File: src/rtl/ram_arbiter_if.sv
// Bundles the fetch, load/store and shared RAM port signals of ram_arbiter.
// The slave modport is the arbiter's view; master is the requester/RAM side.
interface ram_arbiter_if;
  logic        if_req_i;
  logic [63:0] if_addr_i;
  logic        if_flush_i;
  logic        if_gnt_o;
  logic        if_valid_o;
  logic [63:0] if_rdata_o;

  logic        ls_req_i;
  logic        ls_wen_i;
  logic [63:0] ls_addr_i;
  logic [63:0] ls_wdata_i;
  logic [7:0]  ls_wmask_i;
  logic [2:0]  ls_size_i;
  logic        ls_gnt_o;
  logic        ls_valid_o;
  logic [63:0] ls_rdata_o;

  logic        ram_rw_cen_o;
  logic        ram_rw_wen_o;
  logic [63:0] ram_rw_addr_o;
  logic [63:0] ram_rw_wdata_o;
  logic [7:0]  ram_rw_wmask_o;
  logic [2:0]  ram_rw_size_o;
  logic        ram_rw_ready_i;
  logic [63:0] ram_rw_data_i;

  modport slave (
    input  if_req_i, if_addr_i, if_flush_i,
    output if_gnt_o, if_valid_o, if_rdata_o,
    input  ls_req_i, ls_wen_i, ls_addr_i, ls_wdata_i, ls_wmask_i, ls_size_i,
    output ls_gnt_o, ls_valid_o, ls_rdata_o,
    output ram_rw_cen_o, ram_rw_wen_o, ram_rw_addr_o, ram_rw_wdata_o,
    output ram_rw_wmask_o, ram_rw_size_o,
    input  ram_rw_ready_i, ram_rw_data_i
  );

  modport master (
    output if_req_i, if_addr_i, if_flush_i,
    input  if_gnt_o, if_valid_o, if_rdata_o,
    output ls_req_i, ls_wen_i, ls_addr_i, ls_wdata_i, ls_wmask_i, ls_size_i,
    input  ls_gnt_o, ls_valid_o, ls_rdata_o,
    input  ram_rw_cen_o, ram_rw_wen_o, ram_rw_addr_o, ram_rw_wdata_o,
    input  ram_rw_wmask_o, ram_rw_size_o,
    output ram_rw_ready_i, ram_rw_data_i
  );
endinterface

File: src/rtl/ram_arbiter.sv
// Shares one RAM port between instruction fetch and load/store, one transaction in flight.
// Define RAM_ARB_RR_EN for round-robin conflict resolution; default is LSU-over-IFU priority.
module ram_arbiter #(
  parameter logic [2:0] IF_SIZE = 3'd2
) (
  input logic          clk,
  input logic          rst_n,
  ram_arbiter_if.slave bus
);

  typedef enum logic [1:0] {
    IDLE  = 2'd0,
    ISSUE = 2'd1,
    WAIT  = 2'd2,
    RESP  = 2'd3
  } state_e;

  state_e      state_q;
  logic        owner_ls_q;
  logic        last_ls_q;
  logic        wen_q;
  logic        cen_q;
  logic        ram_wen_q;
  logic [63:0] addr_q;
  logic [63:0] wdata_q;
  logic [7:0]  wmask_q;
  logic [2:0]  size_q;
  logic        flushed_q;
  logic        if_valid_q;
  logic        ls_valid_q;
  logic [63:0] resp_data_q;
  logic [63:0] if_rdata_q;
  logic [63:0] ls_rdata_q;

  logic        if_gnt;
  logic        ls_gnt;

  // Grant is combinational so the requester sees it in the cycle it is accepted.
  always_comb begin
    if_gnt = 1'b0;
    ls_gnt = 1'b0;
    if (rst_n && (state_q == IDLE)) begin
      if (bus.if_req_i && bus.ls_req_i) begin
`ifdef RAM_ARB_RR_EN
        if (last_ls_q) begin
          if_gnt = 1'b1;
        end else begin
          ls_gnt = 1'b1;
        end
`else
        ls_gnt = 1'b1;
`endif
      end else begin
        if_gnt = bus.if_req_i;
        ls_gnt = bus.ls_req_i;
      end
    end else begin
      if_gnt = 1'b0;
      ls_gnt = 1'b0;
    end
  end

  // Transaction FSM with all RAM-side and response outputs registered.
  always_ff @(posedge clk) begin
    if (!rst_n) begin
      state_q     <= IDLE;
      owner_ls_q  <= 1'b0;
      last_ls_q   <= 1'b0;
      wen_q       <= 1'b0;
      cen_q       <= 1'b0;
      ram_wen_q   <= 1'b0;
      addr_q      <= 64'h0;
      wdata_q     <= 64'h0;
      wmask_q     <= 8'h00;
      size_q      <= 3'd0;
      flushed_q   <= 1'b0;
      if_valid_q  <= 1'b0;
      ls_valid_q  <= 1'b0;
      resp_data_q <= 64'h0;
      if_rdata_q  <= 64'h0;
      ls_rdata_q  <= 64'h0;
    end else begin
      case (state_q)
        IDLE: begin
          if (ls_gnt) begin
            owner_ls_q <= 1'b1;
            last_ls_q  <= 1'b1;
            wen_q      <= bus.ls_wen_i;
            ram_wen_q  <= bus.ls_wen_i;
            addr_q     <= bus.ls_addr_i;
            wdata_q    <= bus.ls_wdata_i;
            wmask_q    <= bus.ls_wmask_i;
            size_q     <= bus.ls_size_i;
            flushed_q  <= 1'b0;
            cen_q      <= 1'b1;
            state_q    <= ISSUE;
          end else if (if_gnt) begin
            owner_ls_q <= 1'b0;
            last_ls_q  <= 1'b0;
            wen_q      <= 1'b0;
            ram_wen_q  <= 1'b0;
            addr_q     <= bus.if_addr_i;
            wdata_q    <= 64'h0;
            wmask_q    <= 8'h00;
            size_q     <= IF_SIZE;
            flushed_q  <= bus.if_flush_i;
            cen_q      <= 1'b1;
            state_q    <= ISSUE;
          end else begin
            state_q <= IDLE;
          end
        end
        ISSUE: begin
          cen_q     <= 1'b0;
          ram_wen_q <= 1'b0;
          flushed_q <= flushed_q | bus.if_flush_i;
          state_q   <= WAIT;
        end
        WAIT: begin
          flushed_q <= flushed_q | bus.if_flush_i;
          if (bus.ram_rw_ready_i) begin
            if (owner_ls_q) begin
              ls_valid_q <= 1'b1;
              if (!wen_q) begin
                ls_rdata_q <= bus.ram_rw_data_i;
              end else begin
                ls_rdata_q <= ls_rdata_q;
              end
            end else begin
              resp_data_q <= bus.ram_rw_data_i;
              if_valid_q  <= ~(flushed_q | bus.if_flush_i);
            end
            state_q <= RESP;
          end else begin
            state_q <= WAIT;
          end
        end
        RESP: begin
          // A flush arriving in the response cycle still cancels the fetch result.
          if (if_valid_q && !bus.if_flush_i) begin
            if_rdata_q <= resp_data_q;
          end else begin
            if_rdata_q <= if_rdata_q;
          end
          if_valid_q <= 1'b0;
          ls_valid_q <= 1'b0;
          state_q    <= IDLE;
        end
        default: begin
          state_q <= IDLE;
        end
      endcase
    end
  end

  assign bus.if_gnt_o       = if_gnt;
  assign bus.ls_gnt_o       = ls_gnt;
  assign bus.ram_rw_cen_o   = cen_q;
  assign bus.ram_rw_wen_o   = ram_wen_q;
  assign bus.ram_rw_addr_o  = addr_q;
  assign bus.ram_rw_wdata_o = wdata_q;
  assign bus.ram_rw_wmask_o = wmask_q;
  assign bus.ram_rw_size_o  = size_q;
  assign bus.if_valid_o     = if_valid_q & ~bus.if_flush_i;
  assign bus.if_rdata_o     = (if_valid_q && !bus.if_flush_i) ? resp_data_q : if_rdata_q;
  assign bus.ls_valid_o     = ls_valid_q;
  assign bus.ls_rdata_o     = ls_rdata_q;

endmodule

File: src/flat_wrapper.sv
// flat-port wrapper written by rule: the top's interface ports become plain ports
module ram_arbiter_flat 
#(
  parameter logic [2:0] IF_SIZE = 3'd2
)
  (clk, rst_n, bus_if_req_i, bus_if_addr_i, bus_if_flush_i, bus_if_gnt_o, bus_if_valid_o, bus_if_rdata_o, bus_ls_req_i, bus_ls_wen_i, bus_ls_addr_i, bus_ls_wdata_i, bus_ls_wmask_i, bus_ls_size_i, bus_ls_gnt_o, bus_ls_valid_o, bus_ls_rdata_o, bus_ram_rw_cen_o, bus_ram_rw_wen_o, bus_ram_rw_addr_o, bus_ram_rw_wdata_o, bus_ram_rw_wmask_o, bus_ram_rw_size_o, bus_ram_rw_ready_i, bus_ram_rw_data_i);
  ram_arbiter_if bus_i ();
  input logic clk;
  input logic rst_n;
  input wire logic [$bits(bus_i.if_req_i)-1:0] bus_if_req_i;
  input wire logic [$bits(bus_i.if_addr_i)-1:0] bus_if_addr_i;
  input wire logic [$bits(bus_i.if_flush_i)-1:0] bus_if_flush_i;
  output wire logic [$bits(bus_i.if_gnt_o)-1:0] bus_if_gnt_o;
  output wire logic [$bits(bus_i.if_valid_o)-1:0] bus_if_valid_o;
  output wire logic [$bits(bus_i.if_rdata_o)-1:0] bus_if_rdata_o;
  input wire logic [$bits(bus_i.ls_req_i)-1:0] bus_ls_req_i;
  input wire logic [$bits(bus_i.ls_wen_i)-1:0] bus_ls_wen_i;
  input wire logic [$bits(bus_i.ls_addr_i)-1:0] bus_ls_addr_i;
  input wire logic [$bits(bus_i.ls_wdata_i)-1:0] bus_ls_wdata_i;
  input wire logic [$bits(bus_i.ls_wmask_i)-1:0] bus_ls_wmask_i;
  input wire logic [$bits(bus_i.ls_size_i)-1:0] bus_ls_size_i;
  output wire logic [$bits(bus_i.ls_gnt_o)-1:0] bus_ls_gnt_o;
  output wire logic [$bits(bus_i.ls_valid_o)-1:0] bus_ls_valid_o;
  output wire logic [$bits(bus_i.ls_rdata_o)-1:0] bus_ls_rdata_o;
  output wire logic [$bits(bus_i.ram_rw_cen_o)-1:0] bus_ram_rw_cen_o;
  output wire logic [$bits(bus_i.ram_rw_wen_o)-1:0] bus_ram_rw_wen_o;
  output wire logic [$bits(bus_i.ram_rw_addr_o)-1:0] bus_ram_rw_addr_o;
  output wire logic [$bits(bus_i.ram_rw_wdata_o)-1:0] bus_ram_rw_wdata_o;
  output wire logic [$bits(bus_i.ram_rw_wmask_o)-1:0] bus_ram_rw_wmask_o;
  output wire logic [$bits(bus_i.ram_rw_size_o)-1:0] bus_ram_rw_size_o;
  input wire logic [$bits(bus_i.ram_rw_ready_i)-1:0] bus_ram_rw_ready_i;
  input wire logic [$bits(bus_i.ram_rw_data_i)-1:0] bus_ram_rw_data_i;
  assign bus_i.if_req_i = bus_if_req_i;
  assign bus_i.if_addr_i = bus_if_addr_i;
  assign bus_i.if_flush_i = bus_if_flush_i;
  assign bus_if_gnt_o = bus_i.if_gnt_o;
  assign bus_if_valid_o = bus_i.if_valid_o;
  assign bus_if_rdata_o = bus_i.if_rdata_o;
  assign bus_i.ls_req_i = bus_ls_req_i;
  assign bus_i.ls_wen_i = bus_ls_wen_i;
  assign bus_i.ls_addr_i = bus_ls_addr_i;
  assign bus_i.ls_wdata_i = bus_ls_wdata_i;
  assign bus_i.ls_wmask_i = bus_ls_wmask_i;
  assign bus_i.ls_size_i = bus_ls_size_i;
  assign bus_ls_gnt_o = bus_i.ls_gnt_o;
  assign bus_ls_valid_o = bus_i.ls_valid_o;
  assign bus_ls_rdata_o = bus_i.ls_rdata_o;
  assign bus_ram_rw_cen_o = bus_i.ram_rw_cen_o;
  assign bus_ram_rw_wen_o = bus_i.ram_rw_wen_o;
  assign bus_ram_rw_addr_o = bus_i.ram_rw_addr_o;
  assign bus_ram_rw_wdata_o = bus_i.ram_rw_wdata_o;
  assign bus_ram_rw_wmask_o = bus_i.ram_rw_wmask_o;
  assign bus_ram_rw_size_o = bus_i.ram_rw_size_o;
  assign bus_i.ram_rw_ready_i = bus_ram_rw_ready_i;
  assign bus_i.ram_rw_data_i = bus_ram_rw_data_i;
  ram_arbiter #(.IF_SIZE(IF_SIZE)) u_core (.clk(clk), .rst_n(rst_n), .bus(bus_i));
endmodule
File: config.mk
export PLATFORM = sky130hd
export DESIGN_NAME = ram_arbiter_flat
export DESIGN_NICKNAME = d
export VERILOG_FILES = /design/src/rtl/ram_arbiter_if.sv /design/src/rtl/ram_arbiter.sv /design/src/flat_wrapper.sv
export SDC_FILE = /design/constraint.sdc
export NUM_CORES = 1
export LEC_CHECK = 0
export CAP_MARGIN = 20
export CORE_AREA = 2 2 210 212
export DETAILED_ROUTE_END_ITERATION = 6
export DIE_AREA = 0 0 212 214
export PLACE_DENSITY = 0.64
export SETUP_SLACK_MARGIN = 0.4
export SYNTH_ARGS = -nofsm -noshare
export SYNTH_HDL_FRONTEND = slang
export SYNTH_SLANG_ARGS = --single-unit
File: constraint.sdc
create_clock -name clk -period 4.5 [get_ports clk]
set_input_delay 0.675 -clock clk [delete_from_list [all_inputs] [get_ports clk]]
set_output_delay 0.675 -clock clk [all_outputs]
set_load 0.03 [all_outputs]
==> results of run 1 <==
==> worst min-delay path, cell delays in order (launching register included) <==
cell	delay, ns
dfxtp_1	0.30
nand3_1	0.05
o21ai_1	0.05
==> path summary, 6_finish.rpt <==
kind	start	slack, ns	cells past startpoint	to
setup / recovery	bus_if_flush_i	0.90	5	bus_if_rdata_o[3]
setup reg to reg	u_core.state_q[0]	2.15	7	u_core.bus.ram_rw_wen_o
hold / removal	u_core.bus.ls_rdata_o[35]	0.45	2	u_core.bus.ls_rdata_o[35]
hold reg to reg	u_core.bus.ls_rdata_o[35]	0.45	2	u_core.bus.ls_rdata_o[35]
==> synthesized netlist by cell type, types with 2 or more instances <==
library cell | count | area share
dfxtp_1 | 340 | 0.50
nand3_1 | 66 | 0.024
inv_2 | 2 | 0.00056
nand2b_1 | 2 | 0.00093
o21ai_1 | 68 | 0.025
buf_2 | 60 | 0.022
a21oi_1 | 2 | 0.00074
nand3b_1 | 3 | 0.0017
and2_1 | 2 | 0.00093
nand2_1 | 390 | 0.11
ha_1 | 6 | 0.0056
a21boi_1 | 131 | 0.073
o211a_1 | 65 | 0.048
o211ai_1 | 2 | 0.0011
inv_1 | 3 | 0.00083
mux2_1 | 64 | 0.053
a22o_1 | 74 | 0.048
buf_1 | 14 | 0.0039
mux2i_1 | 64 | 0.047
clkbuf_1 | 38 | 0.011
buf_6 | 12 | 0.010
and3b_1 | 2 | 0.0013
==> per-stage QoR <==
stage               utilization  setup WS, ns  cells
finish                    0.479         0.900   2525
global placement          0.449         0.977   2446
detailed placement        0.449         0.895   2447
floorplan                     -          2.21   1422
CTS                       0.479         0.900   2517
global route              0.479         0.782   2525
==> report_power, final <==
part	switching, mW	total [mW]	internal, mW
registers	0.0933	3.25	3.16
clock network	1.30	3.14	1.84
logic	0.657	1.26	0.600
==> per-layer routing <==
layer,global-route usage,routed length (µm),part of all wire,vias up
met3,0.0781,4320,0.088,110
met1,0.230,19000,0.39,5604
met4,0.106,2420,0.049,6
li1,-,-,-,5898
met2,0.356,23500,0.48,434
met5,0,34,0.00069,-
==> cells by family after synthesis <==
logic type                 after synthesis  share of synthesized area
DFF                                    340                      0.504
adders and majority gates                6                    0.00556
AOI/OAI and AO/OA                      348                      0.200
muxes                                  128                      0.101
buffers and inverters                  130                     0.0487
and+or+nand+nor                        470                      0.141
==> layout make-up <==
cell class	count	area share
well taps	585	0.0356
inverters	5	0.000913
clock inverters	14	0.00548
repair buffers	565	0.275
flip-flops and latches	340	0.331
multi-input cells	952	0.294
diodes	8	0.000974
clock buffers	56	0.0560
==> registers in the layout (all words and copies together) (netlist names) <==
name,cells
u_core.bus.ram_rw_size_o,3
u_core.resp_data_q,64
u_core.bus.ram_rw_wen_o,1
u_core.owner_ls_q,1
u_core.bus.ram_rw_wmask_o,8
u_core.if_valid_q,1
u_core.if_rdata_q,64
u_core.bus.ram_rw_wdata_o,64
u_core.flushed_q,1
u_core.bus.ls_valid_o,1
u_core.wen_q,1
u_core.state_q,2
u_core.bus.ls_rdata_o,64
u_core.bus.ram_rw_cen_o,1
u_core.bus.ram_rw_addr_o,64
==> results by group, run 1 <==
Final layout
  – Filler cells: 4085
  – Commonest cells after routing, fill and taps aside: clkdlybuf4s50_1, nand2_1, dfxtp_1, a21boi_1, a22o_1
  – Leading cell type in the layout, fill and taps excluded: clkdlybuf4s50_1
  – FF+latch area: 6810 µm²
  – Final instance area: 20500 µm²
  – Multi-input logic area: 6050 µm²
  – Nets: 2183
  – Area growth syn-to-layout: 52.3%
  – Share of cells above drive strength 1: 0.0476

Global route
  – Antenna violations before repair: 12
  – Number of global-route vias before repair: 11900
  – Largest net degree at the start of global routing: 94
  – Gr ovfl total: 0
  – First-pass GRT wire length: 72.5 mm
  – All-layer global routing usage: 0.210

Logic synthesis
  – Syn avg cell area: 9.49 µm²
  – Post-Syn Instances: 1422
  – Synthesized area: 13500 µm²
  – #FFs+latches synth: 340
  – Post-synthesis sequential area ratio: 0.504
  – Async SR Flop Fraction: 0
  – YS warnings: 0
  – Synth cell types: 34
  – Syn_nets: 1702
  – Post-synth top flop: dfxtp_1
  – Post-synth EDFFs: 0

Power
  – Total power draw: 7.65 mW
  – Maximum VDD drop: 0.275 mV
  – Leak: 8.28 nW
  – PD cells: 372 nW/µm²

Clock tree
  – Clock transition at path regs: 0.05 ns
  – Cts bufs inserted: 39
  – Cts-stage hold buffer count: 0
  – CTS Buffer Depth: 3
  – CTS resizes: 0
  – Root buf cell: clkbuf_16
  – Clk sinks: 340
  – CTS tree: yes
  – Clk Latency, worst-skew pair: 0.56 ns
  – Number of H-tree levels: 2
  – Setup Buffers After CTS: 0

Place
  – Final Wtd Congestion: 0.841
  – DPL Wire Length: 36.8 mm
  – Placed cell areas: 19300 µm²
  – I/O Buffers: 546

Setup path
  – CP startpoint kind: input port
  – CP max FO: 40
  – Crit path max-delay family: buffers and inverters
  – CP peak stage delay: 0.60 ns
  – Buf+Inv Stages, Crit Path: 3
  – Crit path DAT: 2.92 ns
  – Crit path capture type: output pin
  – Crit Path Category: in -> out
  – Worst path most repeated cell: clkdlybuf4s50_1
  – Critical path's slowest cell: clkdlybuf4s50_1
  – Critical Path RT: 3.83 ns
  – CP cell instances: clkdlybuf4s50_1 > nand2b_4 > buf_12 > mux2_1 > clkdlybuf4s50_1

Worst hold path
  – HP Class: reg -> reg

Outcome
  – Outcome: complete, no violations

STA
  – Least-Margin Pin Slew: 1.06 ns
  – Max Slew Vio Count: 0
  – Max-slew headroom: 0.295
  – Setup total negative slack: 0 ns
  – Max Freq: 0.278 GHz
  – Final period utilization: 0.800
  – RSZ-0062 raised after global routing: no
  – Final hold violation count: 0
  – Clock Skew: 0.0244 ns
  – Endpoints failing setup: 0
  – WHS: 0.452 ns
  – Final min period: 3.60 ns

Floorplan
  – Chip Width: 212 µm
  – # IOs: 547
  – Vert. Die Dim: 214 µm
  – CORE AREA: 42900 µm²
  – Die ar.: 45400 µm²
  – Initial Util: 0.315
  – Row cnt: 76

Detailed routing
  – DR WL/cell: 19.5 µm
  – DRT antenna net count: 0
  – Routed WL: 49.2 mm
  – Drt first pass iters: 6
  – Drc violations: 0
  – DR vias: 12100
  – Initial DRC Count: 773
  – Avg Vias per Cell: 4.77

Run
  – Max-Cap Viols: 0
Note: power is estimated with default switching activity, not from simulation.
==> run 2, diff against run 1 <==
--- a/config.mk
+++ b/config.mk
@@ -6,10 +6,10 @@
 export NUM_CORES = 1
 export LEC_CHECK = 0
 export CAP_MARGIN = 20
-export CORE_AREA = 2 2 210 212
+export CORE_AREA = 2 2 213 215
 export DETAILED_ROUTE_END_ITERATION = 6
-export DIE_AREA = 0 0 212 214
-export PLACE_DENSITY = 0.64
+export DIE_AREA = 0 0 215 217
+export PLACE_DENSITY = 0.65
 export SETUP_SLACK_MARGIN = 0.4
 export SYNTH_ARGS = -nofsm -noshare
 export SYNTH_HDL_FRONTEND = slang
==> constraint.sdc (replaced) <==
create_clock -name clk -period 3.2 [get_ports clk]
set_input_delay 0.48 -clock clk [delete_from_list [all_inputs] [get_ports clk]]
set_output_delay 0.48 -clock clk [all_outputs]
set_load 0.03 [all_outputs]
==> run 2 against run 1 <==
Net effect:
- combinational power up 41%
- worst hold slack got worse by 0.26 ns
- final cell count increased by 0.75%
- critical path depth is 1 higher
- routed wire length shrank 1.2%
- sequential cell count unchanged
- register-to-register slack got worse by 1.0 ns
- cell area about the same
- critical endpoint is now bus_if_rdata_o[63]
- largest cell class unchanged
- largest power group unchanged
==> results by group, run 2 (same netlist as run 1, synthesis figures left out) <==
STA
  – Final worst slack: 0.494 ns
  – Clock Skew: 0.0207 ns
  – Final hold violation count: 0
  – Max Slew Vio Count: 0
  – Endpoints failing setup: 0
  – Max-slew headroom: 0.457
  – WHS: 0.193 ns
  – Least-Margin Pin Slew: 0.814 ns
  – Final min period: 2.71 ns
  – Setup total negative slack: 0 ns
  – Final period utilization: 0.846
  – RSZ-0062 raised after global routing: no
  – Max Freq: 0.370 GHz

Final layout
  – Multi-input logic area: 6050 µm²
  – FF+latch area: 6810 µm²
  – Leading cell type in the layout, fill and taps excluded: clkdlybuf4s50_1
  – Post-Layout Cell Count: 2544
  – Commonest cells after routing, fill and taps aside: clkdlybuf4s50_1, nand2_1, dfxtp_1, a21boi_1, a22o_1
  – Area growth syn-to-layout: 52.2%
  – Filler cells: 4313
  – Nets: 2193
  – Final instance area: 20500 µm²
  – Share of cells above drive strength 1: 0.0604

Detailed routing
  – DRT antenna net count: 0
  – Avg Vias per Cell: 4.76
  – DR vias: 12100
  – Drt first pass iters: 5
  – Initial DRC Count: 886
  – Drc violations: 0
  – Routed WL: 48.6 mm
  – DR WL/cell: 19.1 µm

Setup path
  – CP cell instances: clkdlybuf4s50_1 > nand2b_4 > buf_4 > inv_2 > mux2_1 > dlygate4sd2_1
  – Crit. Startpoint: bus_if_flush_i
  – CP startpoint kind: input port
  – Crit path DAT: 2.23 ns
  – Reg2Reg Depth: 6
  – Critical path's slowest cell: clkdlybuf4s50_1
  – CP peak stage delay: 0.53 ns
  – RR Startpoint: u_core.state_q[0]
  – Crit Path Category: in -> out
  – Critical Path RT: 2.72 ns
  – Crit path capture type: output pin
  – CP max FO: 7

Clock tree
  – Root buf cell: clkbuf_16
  – Number of H-tree levels: 2
  – Cts bufs inserted: 38
  – CTS tree: yes
  – Clk sinks: 340
  – Clock transition at path regs: 0.06 ns
  – CTS Buffer Depth: 3
  – Cts-stage hold buffer count: 0
  – Clk Latency, worst-skew pair: 0.56 ns

Power
  – Maximum VDD drop: 0.394 mV
  – Leak: 8.57 nW
  – PD cells: 517 nW/µm²

Run
  – Max-Cap Viols: 0

Floorplan
  – Vert. Die Dim: 217 µm
  – Initial Util: 0.302
  – Row cnt: 78
  – Die ar.: 46700 µm²
  – # IOs: 547
  – Chip Width: 215 µm
  – CORE AREA: 44700 µm²

Global route
  – First-pass GRT wire length: 72.0 mm
  – Gr ovfl total: 0
  – Antenna violations before repair: 9
  – Largest net degree at the start of global routing: 173
  – Number of global-route vias before repair: 12000
  – All-layer global routing usage: 0.200

Place
  – Post-placement worst setup slack: 0.209 ns
  – Final Wtd Congestion: 0.877
  – DPL Wire Length: 36.2 mm
  – Placed cell areas: 19300 µm²
  – I/O Buffers: 546
  – Placed Instances: 2471

Outcome
  – Outcome: complete, no violations

Worst hold path
  – HP Class: in -> reg
  – Hold Path Stages: 2
  – Worst hold start: rst_n
run 2: critical path: cells and delay by family:
family | cells | cell delay, ns
and+or+nand+nor | 1 | 0.26
muxes | 1 | 0.38
buffers and inverters | 4 | 1.10
run 2: final cells by class:
cell class | instances | share of cell area
Clock inverter | 12 | 0.00646
Inverter | 5 | 0.00104
Clock buffer | 53 | 0.0520
Tap cell | 600 | 0.0366
Multi-Input combinational cell | 952 | 0.295
Antenna cell | 6 | 0.000731
Sequential cell | 340 | 0.331
Timing Repair Buffer | 576 | 0.277
run 2: final timing paths:
path	slack (ns)	to
max	0.49	bus_if_rdata_o[63]
min	0.19	u_core.bus.ram_rw_addr_o[9]
max reg2reg	1.10	u_core.bus.ram_rw_addr_o[9]
min reg2reg	0.45	u_core.if_rdata_q[28]
run 2: timing repair:
action | 4_1_cts | 5_1_grt
gates cloned | 0 | 1
buffers inserted | 0 | 1
endpoints found under the setup margin | 43 | 21
resized for setup | 43 | 5
run 2: per-layer routing:
| metal | share of wire | GRT usage | wire, µm | vias to the layer above |
|---|---|---|---|---|
| met3 | 0.080 | 0.0654 | 3910 | 94 |
| met5 | 0.0012 | 0 | 57 | - |
| met4 | 0.041 | 0.0869 | 1990 | 8 |
| met2 | 0.49 | 0.351 | 23700 | 439 |
| met1 | 0.39 | 0.221 | 19000 | 5646 |
| li1 | - | - | - | 5911 |
run 2: report_power, final:
| part | total (mW) | leakage (nW) | switching, mW | internal [mW] |
|---|---|---|---|---|
| clock network | 4.26 | 0.591 | 1.82 | 2.44 |
| registers | 4.58 | 2.77 | 0.133 | 4.44 |
| logic | 1.78 | 5.21 | 0.929 | 0.854 |
run 2: through the flow:
| step | util | power [mW] |
|---|---|---|
| 2_1_floorplan | - | 5.55 |
| 3_3_place_gp | 0.432 | 6.43 |
| 3_5_place_dp | 0.432 | 6.45 |
| 4_1_cts | 0.458 | 10.8 |
| 5_1_grt | 0.459 | 11.0 |
| 6_report | 0.459 | 10.6 |
